--- config.mk ---
export PLATFORM = sky130hd
export DESIGN_NAME = ex_muldiv_unit
export DESIGN_NICKNAME = d
export VERILOG_FILES = /design/src/rtl/ex_muldiv_unit.sv
export SDC_FILE = /design/constraint.sdc
export NUM_CORES = 2
export LEC_CHECK = 0
export ABC_CLOCK_PERIOD_IN_PS = 26800
export CAP_MARGIN = 20
export CORE_ASPECT_RATIO = 0.7
export CORE_MARGIN = 2
export CORE_UTILIZATION = 56
export CTS_CLUSTER_SIZE = 10
export DETAILED_ROUTE_END_ITERATION = 8
export PLACE_DENSITY = 0.78
export SYNTH_ARGS = -nofsm -noshare
export SYNTH_HDL_FRONTEND = slang
export SYNTH_SLANG_ARGS = --single-unit
export TNS_END_PERCENT = 10
--- constraint.sdc ---
create_clock -name clock -period 26.8 [get_ports clock]
set_input_delay 5.36 -clock clock [delete_from_list [all_inputs] [get_ports clock]]
set_output_delay 5.36 -clock clock [all_outputs]
set_load 0.02 [all_outputs]
--- src/rtl/ex_muldiv_unit.sv ---
// rtl/ex_muldiv_unit.sv - iterative radix-2 multiply/divide unit owning HI/LO
//
// Ports:
//   clock, reset        rising-edge clock, asynchronous active-high reset
//   start, op, a, b     operation request (sampled in IDLE only) and operands
//   flush               abort the in-flight operation, blocks start in IDLE
//   hi_we, lo_we, wdata MTHI/MTLO writes, honoured in IDLE only
//   hi, lo              architectural HI/LO registers
//   busy                high while an operation is in RUN or FIX
//   done                one-cycle pulse after HI/LO take a result
module ex_muldiv_unit #(
    parameter int WIDTH = 64
) (
    input  logic             clock,
    input  logic             reset,
    input  logic             start,
    input  logic [2:0]       op,
    input  logic [WIDTH-1:0] a,
    input  logic [WIDTH-1:0] b,
    input  logic             flush,
    input  logic             hi_we,
    input  logic             lo_we,
    input  logic [WIDTH-1:0] wdata,
    output logic [WIDTH-1:0] hi,
    output logic [WIDTH-1:0] lo,
    output logic             busy,
    output logic             done
);

    localparam int HALF = WIDTH / 2;
    localparam int CW   = $clog2(WIDTH + 1);

    typedef enum logic [1:0] {
        S_IDLE,
        S_RUN,
        S_FIX
    } state_t;

    state_t             state_q, state_d;
    logic [CW-1:0]      n_q, n_d;
    logic [1:0]         kind_q, kind_d;     // {full_width, divide}
    logic               sign_a_q, sign_a_d;
    logic               sign_b_q, sign_b_d;
    logic [WIDTH-1:0]   m_q, m_d;           // multiplicand or divisor magnitude
    logic [2*WIDTH-1:0] acc_q, acc_d;       // mul: {partial product, multiplier}; div: {remainder, quotient}
    logic [WIDTH-1:0]   hi_q, hi_d;
    logic [WIDTH-1:0]   lo_q, lo_d;
    logic               busy_q, busy_d;
    logic               done_q, done_d;

    function automatic logic [WIDTH-1:0] sext_half(input logic [HALF-1:0] v);
        return {{HALF{v[HALF-1]}}, v};
    endfunction

    // Operand preparation for the request presented at start.
    logic             op_signed, op_full, op_div;
    logic [WIDTH-1:0] eff_a, eff_b, mag_a, mag_b;
    logic             sgn_a, sgn_b;

    always_comb begin
        op_signed = ~op[0];
        op_full   = op[2];
        op_div    = op[1];
        if (op_full) begin
            eff_a = a;
            eff_b = b;
        end else if (op_signed) begin
            eff_a = sext_half(a[HALF-1:0]);
            eff_b = sext_half(b[HALF-1:0]);
        end else begin
            eff_a = {{HALF{1'b0}}, a[HALF-1:0]};
            eff_b = {{HALF{1'b0}}, b[HALF-1:0]};
        end
        sgn_a = op_signed & eff_a[WIDTH-1];
        sgn_b = op_signed & eff_b[WIDTH-1];
        mag_a = sgn_a ? -eff_a : eff_a;
        mag_b = sgn_b ? -eff_b : eff_b;
    end

    // One iteration of shift-add multiply and restoring divide.
    logic [WIDTH:0]     mul_sum, r_shift, diff;
    logic [2*WIDTH-1:0] mul_next, div_next;

    always_comb begin
        mul_sum  = {1'b0, acc_q[2*WIDTH-1:WIDTH]} + (acc_q[0] ? {1'b0, m_q} : '0);
        mul_next = {mul_sum, acc_q[WIDTH-1:1]};
        r_shift  = {acc_q[2*WIDTH-1:WIDTH], acc_q[WIDTH-1]};
        diff     = r_shift - {1'b0, m_q};
        // A negative difference (top bit set) means the divisor did not fit: restore.
        if (diff[WIDTH])
            div_next = {r_shift[WIDTH-1:0], acc_q[WIDTH-2:0], 1'b0};
        else
            div_next = {diff[WIDTH-1:0], acc_q[WIDTH-2:0], 1'b1};
    end

    // Sign correction and result formatting for the FIX state.
    logic               res_neg;
    logic [2*WIDTH-1:0] prod_full;
    logic [WIDTH-1:0]   prod_half, quo, rem, fix_hi, fix_lo;

    always_comb begin
        res_neg   = sign_a_q ^ sign_b_q;
        prod_full = res_neg ? -acc_q : acc_q;
        // A half-width multiply ran only HALF shifts, so its product sits HALF bits up.
        prod_half = res_neg ? -acc_q[WIDTH+HALF-1:HALF] : acc_q[WIDTH+HALF-1:HALF];
        quo       = res_neg ? -acc_q[WIDTH-1:0] : acc_q[WIDTH-1:0];
        rem       = sign_a_q ? -acc_q[2*WIDTH-1:WIDTH] : acc_q[2*WIDTH-1:WIDTH];
        if (kind_q[0]) begin
            if (m_q == '0)
                fix_lo = '1;
            else if (kind_q[1])
                fix_lo = quo;
            else
                fix_lo = sext_half(quo[HALF-1:0]);
            // Division by zero leaves the dividend magnitude in the remainder,
            // so the normal remainder path already yields the effective dividend.
            fix_hi = kind_q[1] ? rem : sext_half(rem[HALF-1:0]);
        end else if (kind_q[1]) begin
            fix_hi = prod_full[2*WIDTH-1:WIDTH];
            fix_lo = prod_full[WIDTH-1:0];
        end else begin
            fix_hi = sext_half(prod_half[WIDTH-1:HALF]);
            fix_lo = sext_half(prod_half[HALF-1:0]);
        end
    end

    always_comb begin
        state_d  = state_q;
        n_d      = n_q;
        kind_d   = kind_q;
        sign_a_d = sign_a_q;
        sign_b_d = sign_b_q;
        m_d      = m_q;
        acc_d    = acc_q;
        hi_d     = hi_q;
        lo_d     = lo_q;
        done_d   = 1'b0;

        case (state_q)
            S_IDLE: begin
                if (hi_we) hi_d = wdata;
                if (lo_we) lo_d = wdata;
                if (start && !flush) begin
                    state_d  = S_RUN;
                    n_d      = op_full ? CW'(WIDTH) : CW'(HALF);
                    kind_d   = {op_full, op_div};
                    sign_a_d = sgn_a;
                    sign_b_d = sgn_b;
                    if (op_div) begin
                        // Half-width dividends are pre-aligned to the top so the
                        // MSB-first loop needs only HALF iterations.
                        m_d   = mag_b;
                        acc_d = {{WIDTH{1'b0}}, op_full ? mag_a : (mag_a << HALF)};
                    end else begin
                        m_d   = mag_a;
                        acc_d = {{WIDTH{1'b0}}, mag_b};
                    end
                end
            end
            S_RUN: begin
                if (flush) begin
                    state_d = S_IDLE;
                end else begin
                    acc_d = kind_q[0] ? div_next : mul_next;
                    n_d   = n_q - CW'(1);
                    if (n_q == CW'(1)) state_d = S_FIX;
                end
            end
            S_FIX: begin
                state_d = S_IDLE;
                if (!flush) begin
                    hi_d   = fix_hi;
                    lo_d   = fix_lo;
                    done_d = 1'b1;
                end
            end
            default: state_d = S_IDLE;
        endcase

        busy_d = (state_d != S_IDLE);
    end

    always_ff @(posedge clock or posedge reset) begin
        if (reset) begin
            state_q  <= S_IDLE;
            n_q      <= '0;
            kind_q   <= '0;
            sign_a_q <= 1'b0;
            sign_b_q <= 1'b0;
            m_q      <= '0;
            acc_q    <= '0;
            hi_q     <= '0;
            lo_q     <= '0;
            busy_q   <= 1'b0;
            done_q   <= 1'b0;
        end else begin
            state_q  <= state_d;
            n_q      <= n_d;
            kind_q   <= kind_d;
            sign_a_q <= sign_a_d;
            sign_b_q <= sign_b_d;
            m_q      <= m_d;
            acc_q    <= acc_d;
            hi_q     <= hi_d;
            lo_q     <= lo_d;
            busy_q   <= busy_d;
            done_q   <= done_d;
        end
    end

    assign hi   = hi_q;
    assign lo   = lo_q;
    assign busy = busy_q;
    assign done = done_q;

endmodule

-- Yosys cells after proc, flatten, opt, wreduce, memory -nomap -nowiden
Index checks and enable logic that the tools add are counted.
- register bits: 335
- bits of input ports: 201
- output and inout bits: 130
- word-level logic and storage cells: 85
- add/sub/neg operators: 9
- equality and inequality tests: 8
- muxes and demuxes: 42
- bitwise gates (word level): 4
- reduce and logical (&&, ||, !) cells: 11
- operator list (operator ; number):
    64-bit 2-to-1 mux ; 24
    128-bit 2-to-1 mux ; 5
    64-bit negation ; 5
    128-bit case mux with 2 select lines ; 1
    64-bit case mux with 2 select lines ; 2
    128-bit negation ; 1
    64-bit by 64-bit adder with 65-bit output ; 1
    65-bit by 64-bit subtractor with 65-bit output ; 1
    64-bit zero test ; 1
    7-bit 2-to-1 mux ; 3
    7-bit case mux with 2 select lines ; 1
    2-bit inequality test (second input constant) ; 5
    3-bit AND reduction ; 3
    7-bit by 1-bit equality test with 1-bit output (second input constant) ; 1
    7-bit by 1-bit subtractor with 7-bit output (second input constant) ; 1
    2-bit 2-to-1 mux ; 3
    2-bit nonzero test ; 3
    2-bit case mux with 2 select lines ; 1
    1-bit bitwise AND ; 2
    2-bit by 1-bit equality test with 1-bit output (second input constant) ; 1
    2-bit equality test (second input constant) ; 1
    2-bit zero test ; 1
    1-bit 2-to-1 mux ; 2
    2-bit AND reduction ; 1
    other kinds (4) ; 4

-- Logic depth before layout (Yosys ltp)
- depth after elaboration: 8
- gate-level depth with buffers: 16
- gate-level depth less buffers: 14

-- Worst setup path before layout
Ideal clock, no wire load.
- kind: input to register
- from: in a[9]
- to: reg m_q[59]
- data arrival time: 8005 ps
- setup slack: 18663 ps
- cell stages on the path: 11
- path buffers: 1
- cells stage by stage: or4_1 > or3_1 > clkbuf_1 > nor3_4 > nand4_1 > a211o_1 > nor4b_1 > o31ai_1 > nor2_1 > a211oi_1 > a21oi_1
- cells in the longest elaborated chain, start to end: 5
- RTL lines (what ; line ; source):
    start, declared ; 18 ; input logic [WIDTH-1:0] a,
    64-bit 2-to-1 mux ; 67 ; end else if (op_signed) begin
    64-bit 2-to-1 mux (*) ; 64 ; if (op_full) begin
    64-bit negation (*) ; 76 ; mag_a = sgn_a ? -eff_a : eff_a;
    64-bit 2-to-1 mux (*) ; 76 ;
    64-bit 2-to-1 mux (*) ; 149 ; if (op_div) begin
    end signal, assigned ; 202 ; m_q <= m_d;
    end, declared ; 44 ; logic [WIDTH-1:0] m_q, m_d;
Mark *: on every way between the ends. The rest lies on a longest branch, timed or not.
A chain may end at the register's enable or synchronous reset.

-- Worst setup path in the final report
- from: in a[21]
- to: reg m_q[59]
The elaborated chain is that of the path after synthesis.

==> impl_summary.log <==
INFO  metric globalRouteOverflowTotal = 0
INFO  metric initial_antenna_violation_count = 4
INFO  metric final_hold_viol_count = 0
INFO  metric timing.critical_path.required = 27.25 ns
INFO  metric synthArstFlopShare = 1.000
INFO  metric worst_setup_path_end_kind = flip-flop
INFO  metric layout.cell_area.non_filler = 0.03892 mm2
INFO  metric floorplan.io_pins = 331
INFO  metric yosysTopAreaCellShare = 0.2449
INFO  metric ir_worst_vdd = 63.25 uV
INFO  metric maximum_level_of_the_cts_h_tree = 2
INFO  metric yosys_register_bits = 335
INFO  metric netlist-cell-type-count = 108
INFO  metric die_wd = 299.5 um
INFO  metric clk_transition_reported_paths = 0.06 ns
INFO  metric initial_core_util = 0.5692
INFO  metric timing.hold.worst.class = flip-flop to flip-flop
INFO  metric post_synthesis_sequential_area_ratio = 0.2449
INFO  metric final.fill_count = 5436
INFO  metric cts_hold_buf = 0
INFO  metric detail_route.drc_violations = 0
INFO  metric grt_usage = 0.4844
INFO  metric timing_worst_slew_pin_value = 1.141 ns
INFO  metric report.final.slew_viol_count = 0
INFO  metric detailedPlacementHpwl = 120.3 mm
INFO  metric routed_via_density = 7.119
INFO  metric y_dimension_of_the_die = 210.9 um
INFO  metric setup_total_negative_slack = 0 ns
INFO  metric buffer_ports.inserted = 330
INFO  metric synth.largest_area_cell = dfrtp_1
INFO  metric clk_path_buf_depth = 3
INFO  metric dpl-instance-area = 0.03775 mm2
INFO  metric ys.flop_type = dfrtp_1
INFO  metric grt_start_max_net_pins = 121
INFO  metric grt_pass1_wl = 231.5 mm
INFO  metric rsz0062_at_grt = false
INFO  metric power_density = 114.5 mW/mm2
INFO  metric area_growth_syn_to_layout = 13.67%
INFO  metric final_layout_size_suffix_gt1_frac = 0.05207
INFO  metric timing.critical_path.arrival = 9.52 ns
INFO  metric cts_root_buffer = clkbuf_16
INFO  metric avgRoutedWirePerCell = 28.43 um
INFO  metric post-cts-setup-buffer-count = 0
INFO  metric multi_input_logic_area = 0.02404 mm2
INFO  metric clkSinkCount = 335
INFO  metric worstSkewPairLatency = 0.63 ns
INFO  metric first_global_vias = 35530
INFO  metric ant_nets = 0
INFO  metric postLayoutCoreUtil = 0.6470
INFO  metric drt-initial-drc-count = 6789
INFO  metric mean_post_synth_cell_area = 7.372 um2
INFO  metric ff_latch_area = 0.008388 mm2
INFO  metric category_of_the_most_critical_setup_path = input pin to flip-flop
INFO  metric placementRows = 75
INFO  metric post_synth_edffs = 0
INFO  metric globalplace.congestion = 1.094
INFO  metric fp.dieArea = 0.06316 mm2
INFO  metric worstSetupStartpointType = input pin
INFO  metric whs = 0.4837 ns
INFO  metric route.vias.total = 39530
INFO  metric layout_worst_path_cycle_share = 0.3386
INFO  metric power.static_leakage = 15.75 nW
INFO  metric synth.net_count = 4982
INFO  metric drt_wl_total = 157.9 mm
INFO  metric mappedNetlistArea = 0.03424 mm2
INFO  metric fmaxAchievable = 110.2 MHz
INFO  metric syn-instance-count = 4644
INFO  metric finish.net_count = 5071
INFO  metric fp.coreArea = 0.06015 mm2
INFO  metric worstPathMaxFanout = 6
INFO  metric finalCriticalPeriod = 9.075 ns
INFO  metric synthTopCellsByArea = dfrtp_1 24%, a21oi_1 7.2%, o21ai_0 6.2%
INFO  metric cts-resized-gates = 0
INFO  metric ys_warn_count = 0
INFO  metric cts_inserted_buffers = 40
INFO  metric max-cap-violations = 0
INFO  metric finalSetupViolCount = 0
INFO  metric status = finished, final reports clean
INFO  metric cts_tree = done
INFO  metric timing.slew.headroom = 0.2371
INFO  metric firstDrtPassIters = 6
INFO  metric final.setup_skew = 0.04805 ns
-- cell families (layout without fill, tap and decap cells) --
| family | count (synthesis) | count (layout) | share of synthesized area |
|---|---|---|---|
| AO/OA/AOI/OAI | 1623 | 1623 | 0.2957 |
| AND/OR/NAND/NOR | 1555 | 1555 | 0.2156 |
| buffers and inverters | 483 | 583 | 0.05624 |
| XOR/XNOR | 378 | 378 | 0.09670 |
| flip-flops | 335 | 335 | 0.2449 |
| adder cells (fa/ha/maj) | 137 | 137 | 0.05051 |
| multiplexers | 133 | 133 | 0.04035 |
| other | 0 | 1 | 0 |
-- cell type report --
cell class                      instances  share of cell area
Clock inverter                          4            0.001447
Inverter                              128             0.01254
Timing Repair Buffer                  402             0.09889
Multi-Input combinational cell       3826              0.6176
Sequential cell                       335              0.2155
Clock buffer                           49             0.02791
Antenna cell                            1          0.00006430
Tap cell                              808             0.02598
-- layer usage --
| layer | vias to the layer above | track usage | share of wire |
|---|---|---|---|
| li1 | 17180 | - | - |
| met1 | 18590 | 0.6736 | 0.39 |
| met2 | 3242 | 0.6529 | 0.39 |
| met3 | 512 | 0.2079 | 0.17 |
| met4 | 4 | 0.1931 | 0.050 |
| met5 | - | 0 | 0.00017 |
-- Yosys cell counts, types with 28 or more instances --
master    instances
mux2i_1          93
and3_1           46
a31oi_1          77
or3_1            56
o21a_1           38
ha_1            135
xnor2_1         219
clkbuf_1        300
a21o_1           73
xor2_1          159
nor4_1           58
nand3_1          81
o31ai_1          51
inv_1           125
a211oi_1         58
a21oi_1         492
dfrtp_1         335
nand2b_1         28
nor2_1          511
a22oi_1          33
nand4_1          51
o221ai_1         47
nor3_1          101
mux2_2           39
o21ai_0         424
nand2_1         449
or4_1            37
o211ai_1         61
a221oi_1         54
-- metrics by stage --
| step | std cells | setup slack [ns] | total power [mW] |
|---|---|---|---|
| floorplan | 4644 | 12.16 | 2.777 |
| global placement | 5497 | 17.45 | 3.740 |
| detailed placement | 5497 | 17.37 | 3.761 |
| CTS | 5550 | 17.99 | 4.291 |
| global route | 5552 | 17.48 | 4.658 |
| finish | 5553 | 17.73 | 4.456 |
-- critical path: stages --
cell	delay, ns
clkdlybuf4s50_1	0.50
nor4_1	0.89
nand3_1	0.39
nor3b_1	0.59
nand4_1	0.37
a211o_1	0.44
nor4b_1	0.17
o31ai_1	0.37
nor2_1	0.08
a211oi_1	0.26
a21oi_1	0.07
-- report_power, final --
part | total, mW | internal, mW | leakage (nW) | switching, mW
logic | 2.93 | 1.06 | 11.1 | 1.86
registers | 1.00 | 0.666 | 4.05 | 0.338
clock network | 0.525 | 0.284 | 0.559 | 0.241
-- flip-flops by register name, indices dropped and copies added, names as in the netlist --
register and cells:
kind_q 2, done 1, m_q 64, busy 1, sign_b_q 1, acc_q 128, lo 64, n_q 7
hi 64, state_q 2, sign_a_q 1
-- final timing paths --
check / from / to / slack [ns] / cells past startpoint
worst max register to register: acc_q[63] / acc_q[89] / 20.67 / 15
worst min register to register: hi[54] / hi[54] / 0.48 / 2
worst max-delay path: a[21] / m_q[59] / 17.73 / 11
worst min-delay path: hi[54] / hi[54] / 0.48 / 2
max in group asynchronous: reset / kind_q[0] / 18.91 / 4
min in group asynchronous: reset / acc_q[63] / 5.27 / 2
-- cell usage in the layout, fill, tap and decap left out, types with 61 or more instances in the layout --
cell type / n
a21o_1: 72
a21oi_1: 488
a31oi_1: 77
buf_4: 72
clkdlybuf4s50_1: 328
dfrtp_1: 333
ha_1: 135
inv_1: 124
mux2i_1: 93
nand2_1: 448
nand3_1: 81
nor2_1: 508
nor3_1: 101
o211ai_1: 61
o21ai_0: 424
xnor2_1: 218
xor2_1: 158
Note: power is estimated with default switching activity, not from simulation.
